==> src/rtl/seg_capture_pkg.sv <==
// Shared definitions for the seven-segment capture block: glyph table,
// FSM state encoding and digit-enable helpers.
package seg_capture_pkg;

  typedef enum logic [1:0] {
    IDLE   = 2'd0,
    SETTLE = 2'd1,
    HELD   = 2'd2
  } cap_state_e;

  localparam int NUM_DIGITS = 4;

  // Index i holds the segment pattern (g..a, active-high) the display decoder
  // drives for hex value i.
  localparam logic [6:0] SEG_GLYPHS [16] = '{
    7'h3F, 7'h06, 7'h5B, 7'h4F, 7'h66, 7'h6D, 7'h7D, 7'h27,
    7'h7F, 7'h6F, 7'h77, 7'h7C, 7'h58, 7'h5E, 7'h79, 7'h71
  };

  function automatic logic an_active(input logic [3:0] an);
    case (an)
      4'b1110, 4'b1101, 4'b1011, 4'b0111: return 1'b1;
      default:                            return 1'b0;
    endcase
  endfunction

  function automatic logic [1:0] an_index(input logic [3:0] an);
    case (an)
      4'b1101: return 2'd1;
      4'b1011: return 2'd2;
      4'b0111: return 2'd3;
      default: return 2'd0;
    endcase
  endfunction

endpackage

==> src/rtl/seg_capture_encode.sv <==
// Combinational seven-segment pattern to hex nibble lookup.
module seg_encode
  import seg_capture_pkg::*;
(
  input  logic [6:0] pattern,
  output logic [3:0] value,
  output logic       legal
);

  always_comb begin
    value = '0;
    legal = 1'b0;
    for (int i = 0; i < 16; i++) begin
      if (pattern == SEG_GLYPHS[i]) begin
        value = 4'(i);
        legal = 1'b1;
      end
    end
  end

endmodule

==> src/rtl/seg_capture.sv <==
// Recovers hex digits from a multiplexed seven-segment display bus by waiting
// for each digit's pattern to stay stable, then assembling a four-digit frame.
module seg_capture
  import seg_capture_pkg::*;
#(
  parameter int STABLE_CYCLES = 4
)
(
  input  logic        CLK,
  input  logic        RESET,
  input  logic [7:0]  SEG_IN,
  input  logic [3:0]  AN_IN,
  output logic [15:0] DIGITS_OUT,
  output logic [3:0]  SEEN_OUT,
  output logic        FRAME_VALID,
  output logic        ERR_OUT
);

  localparam logic [7:0] STABLE_CNT = 8'(STABLE_CYCLES);

  // The decimal-point bit carries no digit information.
  logic unused_seg_msb;
  assign unused_seg_msb = SEG_IN[7];

  logic [3:0]  an_q, an_d, prev_an_q, prev_an_d;
  logic [6:0]  seg_q, seg_d, prev_seg_q, prev_seg_d;
  cap_state_e  state_q, state_d;
  logic [7:0]  cnt_q, cnt_d;
  logic [15:0] digits_q, digits_d;
  logic [3:0]  seen_q, seen_d;
  logic        frame_q, frame_d;
  logic        err_q, err_d;

  logic        active, same, capture;
  logic [1:0]  idx;
  logic [7:0]  cnt_inc;
  logic [3:0]  enc_value;
  logic        enc_legal;

  seg_encode u_encode (
    .pattern (seg_q),
    .value   (enc_value),
    .legal   (enc_legal)
  );

  always_comb begin
    an_d       = AN_IN;
    seg_d      = SEG_IN[6:0];
    prev_an_d  = an_q;
    prev_seg_d = seg_q;
    state_d    = state_q;
    cnt_d      = cnt_q;
    digits_d   = digits_q;
    seen_d     = frame_q ? 4'b0000 : seen_q;
    frame_d    = 1'b0;
    err_d      = 1'b0;
    capture    = 1'b0;

    active  = an_active(an_q);
    same    = (an_q == prev_an_q) && (seg_q == prev_seg_q);
    idx     = an_index(an_q);
    cnt_inc = cnt_q + 8'd1;

    case (state_q)
      IDLE: begin
        if (active) begin
          state_d = SETTLE;
          cnt_d   = 8'd1;
        end
      end
      SETTLE: begin
        if (!active) begin
          state_d = IDLE;
          cnt_d   = '0;
        end else if (same) begin
          cnt_d = cnt_inc;
          // Decide on the edge that completes the window so the nibble is
          // visible one edge later, not two.
          if (cnt_inc == STABLE_CNT) begin
            capture = 1'b1;
            state_d = HELD;
          end
        end else begin
          cnt_d = 8'd1;
        end
      end
      HELD: begin
        if (!active) begin
          state_d = IDLE;
          cnt_d   = '0;
        end else if (!same) begin
          state_d = SETTLE;
          cnt_d   = 8'd1;
        end
      end
      default: begin
        state_d = IDLE;
        cnt_d   = '0;
      end
    endcase

    if (capture) begin
      if (enc_legal) begin
        digits_d[idx*4 +: 4] = enc_value;
        seen_d[idx]          = 1'b1;
        frame_d              = (seen_d == 4'b1111);
      end else begin
        err_d = 1'b1;
      end
    end
  end

  always_ff @(posedge CLK) begin
    if (RESET) begin
      an_q       <= 4'b1111;
      seg_q      <= '0;
      prev_an_q  <= 4'b1111;
      prev_seg_q <= '0;
      state_q    <= IDLE;
      cnt_q      <= '0;
      digits_q   <= '0;
      seen_q     <= '0;
      frame_q    <= 1'b0;
      err_q      <= 1'b0;
    end else begin
      an_q       <= an_d;
      seg_q      <= seg_d;
      prev_an_q  <= prev_an_d;
      prev_seg_q <= prev_seg_d;
      state_q    <= state_d;
      cnt_q      <= cnt_d;
      digits_q   <= digits_d;
      seen_q     <= seen_d;
      frame_q    <= frame_d;
      err_q      <= err_d;
    end
  end

  assign DIGITS_OUT  = digits_q;
  assign SEEN_OUT    = seen_q;
  assign FRAME_VALID = frame_q;
  assign ERR_OUT     = err_q;

endmodule

==> config.mk <==
export PLATFORM = sky130hd
export DESIGN_NAME = seg_capture
export DESIGN_NICKNAME = d
export VERILOG_FILES = /design/src/rtl/seg_capture_pkg.sv /design/src/rtl/seg_capture_encode.sv /design/src/rtl/seg_capture.sv
export SDC_FILE = /design/constraint.sdc
export NUM_CORES = 1
export LEC_CHECK = 0
export CAP_MARGIN = 20
export CORE_ASPECT_RATIO = 1.5
export CORE_MARGIN = 3
export CORE_UTILIZATION = 45
export DETAILED_ROUTE_END_ITERATION = 12
export PLACE_DENSITY = 0.67
export SKIP_LAST_GASP = 1
export SLEW_MARGIN = 30
export SYNTH_ARGS = -nofsm -noshare
export SYNTH_HDL_FRONTEND = slang
export SYNTH_SLANG_ARGS = --single-unit
==> constraint.sdc <==
create_clock -name CLK -period 2.2 [get_ports CLK]
set_input_delay 0.66 -clock CLK [delete_from_list [all_inputs] [get_ports CLK]]
set_output_delay 0.66 -clock CLK [all_outputs]
set_load 0.01 [all_outputs]
==> reports/qor.txt <==
Status: finished, final reports clean
Top cells by area, synth: dfxtp_1, nand2b_1, mux2i_1, ha_1, nor2b_1
GRT Overall Usage: 0.1630
First-pass GRT wire length: 9722 um
DRC viols: 0
GP Congestion: 0.8804
R2R Setup Slk: 170 ps
Via Count: 2295
Total congestion overflow: 0
Leading cell types in the layout, fill and taps excluded: dfxtp_1, clkdlybuf4s50_1, nand2b_1, nand2_1, buf_4
Worst reg2reg path depth: 6
Clk sinks: 54
H-tree depth: 2
DR WL/cell: 13.75 um
Most common flop cell mapped by yosys: dfxtp_1
RSZ-0062 raised after global routing: false
Critical Path Start Type: flop
DP HPWL: 4277 um
Gr busiest metal: met2
Relative slew slack: 0.7364
R2R Path Start: prev_seg_d[0]
Synth Register Bits: 54
Rows: 34
Core Area: 5956 um^2
Synthesized instance count: 310
Setup TNS: 0 ps
Port buffer count: 34
Syn_area_per_cell: 9.146 um^2
Period utilization: 0.9241
Area of the mapped netlist: 2835 um^2
Critical-path maximum fanout: 6
Ant diodes: 0
Final-report hold violation count: 0
Commonest non-fill, non-tap cell in the layout: dfxtp_1
GR Util met2: 0.3009
MaxCap Viol Count: 0
CTS Buf Count: 5
Clk root buf: clkbuf_8
Area share of the largest cell type after synthesis: 0.3813
Die width: 70.81 um
Largest net degree at the start of global routing: 26
RR Endpoint: DIGITS_OUT[5]
Pwr Total: 1924 uW
Met3 usage in global routing: 0.02611
WHS Path Cells: 2
Slew Limit Fails: 0
Layout cell share with drive strength beyond 1: 0.1453
Synth warn: 0
Clock latency on the worst-skew pair: 310 ps
Area of the die: 7309 um^2
Clock-pin transition on the worst setup and hold timing paths: 100 ps
Crit path capture type: flop
Max Clk Rate: 0.4919 GHz
Worst EP arrival: 2240 ps
Met1 usage: 0.1820
Area post-placement: 3318 um^2
Ys async rst share: 0
Layout Nets: 372
Clock buffer depth: 2
Pleak: 0.001389 uW
Initial drt markers: 97
Largest area contributor in the netlist: dfxtp_1
Hold crit path type: reg -> reg
Setup Crit Path Kind: reg -> reg
Post-synthesis sequential area ratio: 0.3813
Overall die height: 103.2 um
Netlist cell types: 55
Io pins: 36
Final setup fails: 0
DR vias/cell: 5.426
Post-layout minimum cycle time: 2033 ps
Worst EP required: 2410 ps
Number of global-route vias before repair: 2166
Setup bufs post-CTS: 0
Worst Skew: 9.671 ps
Area growth syn-to-layout: 21.45%
Worst-Margin Slew: 394.8 ps
EDFF count, synth: 0
Final wirelength: 5817 um
CTS tree: built
Power per cell area: 558.7 nW/um^2
Fin area: 3443 um^2
Hold_sp: DIGITS_OUT[1]
WHS Endpoint: DIGITS_OUT[1]
Antenna Nets Post-Route: 0
Initial Util: 0.4761
Initial antenna violation count: 0
Max VDD drop: 0.3544 mV
Net Count, Synth: 332
First-pass DRT Iterations: 4
Finished Core Util: 0.5782
[registers in the layout, indices dropped and copies added, names as in the netlist]
name and cells:
an_q 4, state_q 2, FRAME_VALID 1, prev_seg_q 7, prev_seg_d 7, DIGITS_OUT 16
prev_an_q 4, SEEN_OUT 4, cnt_q 8, ERR_OUT 1
[through the flow]
| step | setup WS (ps) | cells | hold WS, ps |
|---|---|---|---|
| after floorplan | 235.1 | 310 | 470.1 |
| after global placement | 109.0 | 415 | 463.7 |
| after detailed placement | 90.24 | 415 | 471.8 |
| after CTS | 90.15 | 423 | 484.7 |
| after global routing | 26.15 | 423 | 498.8 |
| final | 167.0 | 423 | 477.3 |
[Yosys cell counts (5+ instances only)]
master    instances
a21oi_1          11
a311oi_1          6
clkbuf_1         12
dfxtp_1          54
ha_1              8
inv_1             7
mux2i_1          16
nand2_1          23
nand2b_1         32
nand3_1          15
nor2_1           14
nor2b_1          16
nor4_1            5
or2_2            10
xor2_1           10
[power by group]
part / leakage, uW / internal (uW) / switching (uW) / total, uW
Sequential: 0.000441 / 1000 / 27.9 / 1030
Combinational: 0.000896 / 109 / 121 / 230
Clock: 0.0000514 / 340 / 326 / 666
[worst max-delay path by stage]
stage / depth (start not counted) / end / startpoint
floorplan: 7 / DIGITS_OUT[12] / an_q[3]
global placement: 6 / DIGITS_OUT[8] / prev_seg_d[0]
detailed placement: 6 / DIGITS_OUT[13] / prev_seg_d[0]
CTS: 6 / DIGITS_OUT[13] / prev_seg_d[0]
global route: 8 / DIGITS_OUT[5] / an_q[3]
finish: 6 / DIGITS_OUT[5] / prev_seg_d[0]
[per-layer routing]
metal | share of wire | vias up
li1 | - | 1166
met1 | 0.41 | 1065
met5 | 0 | -
met4 | 0.024 | 0
met3 | 0.037 | 12
met2 | 0.53 | 52
[cells by family after synthesis]
logic type / share of synthesized area
mux: 0.06046
fa+ha+maj: 0.03531
buf+inv: 0.04280
compound gates: 0.1068
flops: 0.3813
simple gates: 0.3244
xor+xnor: 0.04898
[cell type report]
class | instances | area (um^2)
Clock buffer | 6 | 72.57
Clock inverter | 2 | 37.54
Fill cell | 553 | 2512
Inverter | 7 | 26.28
Multi-Input combinational cell | 230 | 1645
Sequential cell | 54 | 1084
Tap cell | 72 | 90.09
Timing Repair Buffer | 52 | 488.0
[critical path, cell delays in order (launching register included)]
cell and delay (ps):
dfxtp_2 380, or3b_1 430, a2111oi_2 370, nor2_1 130, nand4_2 210, nand4_2 240
mux2i_1 170
[repair_timing]
| action | 4_1_cts | 5_1_grt |
|---|---|---|
| hold buffers | 0 | 0 |
| gates resized for setup | 0 | 5 |
| setup endpoints to repair | 0 | 19 |
| hold endpoints to repair | 0 | 0 |
(Power assumes the default switching activity.)
==> variant, RTL diff (same flow settings) <==
Add an input register stage for `SEG_IN`, with the module's reset; this delays it by one clock. The other inputs are not delayed to match.
--- a/src/rtl/seg_capture.sv
+++ b/src/rtl/seg_capture.sv
@@ -18,9 +18,19 @@
 
   localparam logic [7:0] STABLE_CNT = 8'(STABLE_CYCLES);
 
+  logic [7:0] SEG_IN_q;
+
+  always_ff @(posedge CLK) begin
+    if (RESET) begin
+      SEG_IN_q <= '0;
+    end else begin
+      SEG_IN_q <= SEG_IN;
+    end
+  end
+
   // The decimal-point bit carries no digit information.
   logic unused_seg_msb;
-  assign unused_seg_msb = SEG_IN[7];
+  assign unused_seg_msb = SEG_IN_q[7];
 
   logic [3:0]  an_q, an_d, prev_an_q, prev_an_d;
   logic [6:0]  seg_q, seg_d, prev_seg_q, prev_seg_d;
@@ -45,7 +55,7 @@
 
   always_comb begin
     an_d       = AN_IN;
-    seg_d      = SEG_IN[6:0];
+    seg_d      = SEG_IN_q[6:0];
     prev_an_d  = an_q;
     prev_seg_d = seg_q;
     state_d    = state_q;
Function: changed (Yosys sat finds a counterexample within 10 cycles, from zero or initial values and one cycle with RESET high).
==> variant against the original RTL <==
Area after synthesis increased by 3.3%; maximum frequency shrank 6.9%; wire length grew 7.3%; sequential share of layout area grew 0.44 points; largest cell class unchanged; critical endpoint is now DIGITS_OUT[12]$_SDFFE_PP0P_; design area rose by 12%; total power grew 30%; synthesized cell count grew 2.9%; setup slack got worse by 0.15 ns; sequential cell count rose by 7; global-route usage up 1.6 points.
==> variant: results (changes against the original RTL) <==
leakagePower_nw: 1.45  # +4.2%
grt_pass1_vias: 2442  # +13%
met3_usage: 0.0356  # +0.00950
htree_num_levels: 3  # +1
worst-path-buf-inv: 1  # +1
crit_path_start: "prev_seg_d[5]$_SDFF_PP0_"
max_stage_delay_ns: 0.52  # +0.09 ns
synth-compound-area-share: 0.141  # +0.0337
skew_ns: 0.0117  # +0.00201 ns
num_vias: 2483  # +8.2%
status: "completed"
slowest_stage: "or4_4"
synthMuxAreaShare: 0.0547  # -0.00578
dpl_cell_area_um2: 3570  # +7.7%
dp.cells: 449  # +8.2%
grt_pass1_wl_um: 10800  # +11%
final_nets: 410  # +10%
synth_xor_area_frac: 0.0598  # +0.0108
synth_area_leaders: "dfxtp_1, mux2i_1, nor2b_1"
syn-num-nets: 341  # +2.7%
pre_cts_ws_ns: -0.129  # -0.219 ns
drive_gt1_frac: 0.196  # +0.0506
dp.final_hpwl_um: 4640  # +8.4%
swShare: 0.244  # -0.00262
wirelength_um: 6240  # +7.3%
min-delay-start: "SEG_IN_q[6]$_SDFF_PP0_"
cts_made_buffers: 9  # +4
cp_max_fo: 4  # -2
synthCells: 319  # +2.9%
drt-initial-drc-count: 69  # -29%
clock_latency_ns: 0.33  # +0.02 ns
synth_common_cells: "dfxtp_1, nand2_1, nor2b_1"
grtUsageMet1: 0.191  # +0.00858
path_clk_slew_ns: 0.08  # -0.02 ns
[variant: changes by cell type after synthesis, sizes merged, moves of 5 or more]
cell     change
dfxtp        +7
inv         +12
a21oi       -10
nand3        -5
xnor2       +12
o21ai       +11
a311oi       -6
nor4         -5
nand2b      -32
xor2         -7
nor2b        +9
o2111ai      +5
nand2       +10
nand4        +5
[variant: final timing paths]
path / end / slack [ns]
worst max register to register: DIGITS_OUT[12]$_SDFFE_PP0P_ / 0.02
worst min register to register: prev_seg_d[6]$_SDFF_PP0_ / 0.44
worst max-delay path: DIGITS_OUT[12]$_SDFFE_PP0P_ / 0.02
worst min-delay path: prev_seg_d[6]$_SDFF_PP0_ / 0.44
[variant: area by class of cell]
type | count | area, um^2
clock buffer | 9 | 124
clock inverter | 7 | 98.8
fill | 538 | 2380
inverter | 19 | 71.3
multi-input combinational | 224 | 1590
sequential | 61 | 1230
tap | 74 | 92.6
timing repair buffer | 73 | 637
[variant: power by group through the flow]
stage	clock network (mW)	logic, mW	registers (mW)
final	1.11	0.242	1.15
after floorplan	0	0.151	1.17
after detailed placement	0	0.234	1.18
after global placement	0	0.230	1.18
after CTS	1.13	0.237	1.15
after global routing	1.18	0.269	1.16
[variant: cell families (layout without fill, tap and decap cells)]
logic type,Yosys count,after routing
mux,16,16
xor+xnor,20,20
fa+ha+maj,8,8
compound gates,48,48
simple gates,132,132
buf+inv,34,108
flops,61,61
[variant: per-layer routing]
layer / share of wire / up-vias / wire length (um)
met5: 0 / - / 0
met4: 0.045 / 0 / 278
met3: 0.036 / 20 / 222
met2: 0.52 / 62 / 3220
met1: 0.40 / 1150 / 2520
li1: - / 1251 / -
[variant: timing repair]
action                                  4_1_cts  5_1_grt
resized for setup                             3        7
pin swaps                                     3        1
endpoints found under the setup margin        8       22
buffers inserted                              1        1
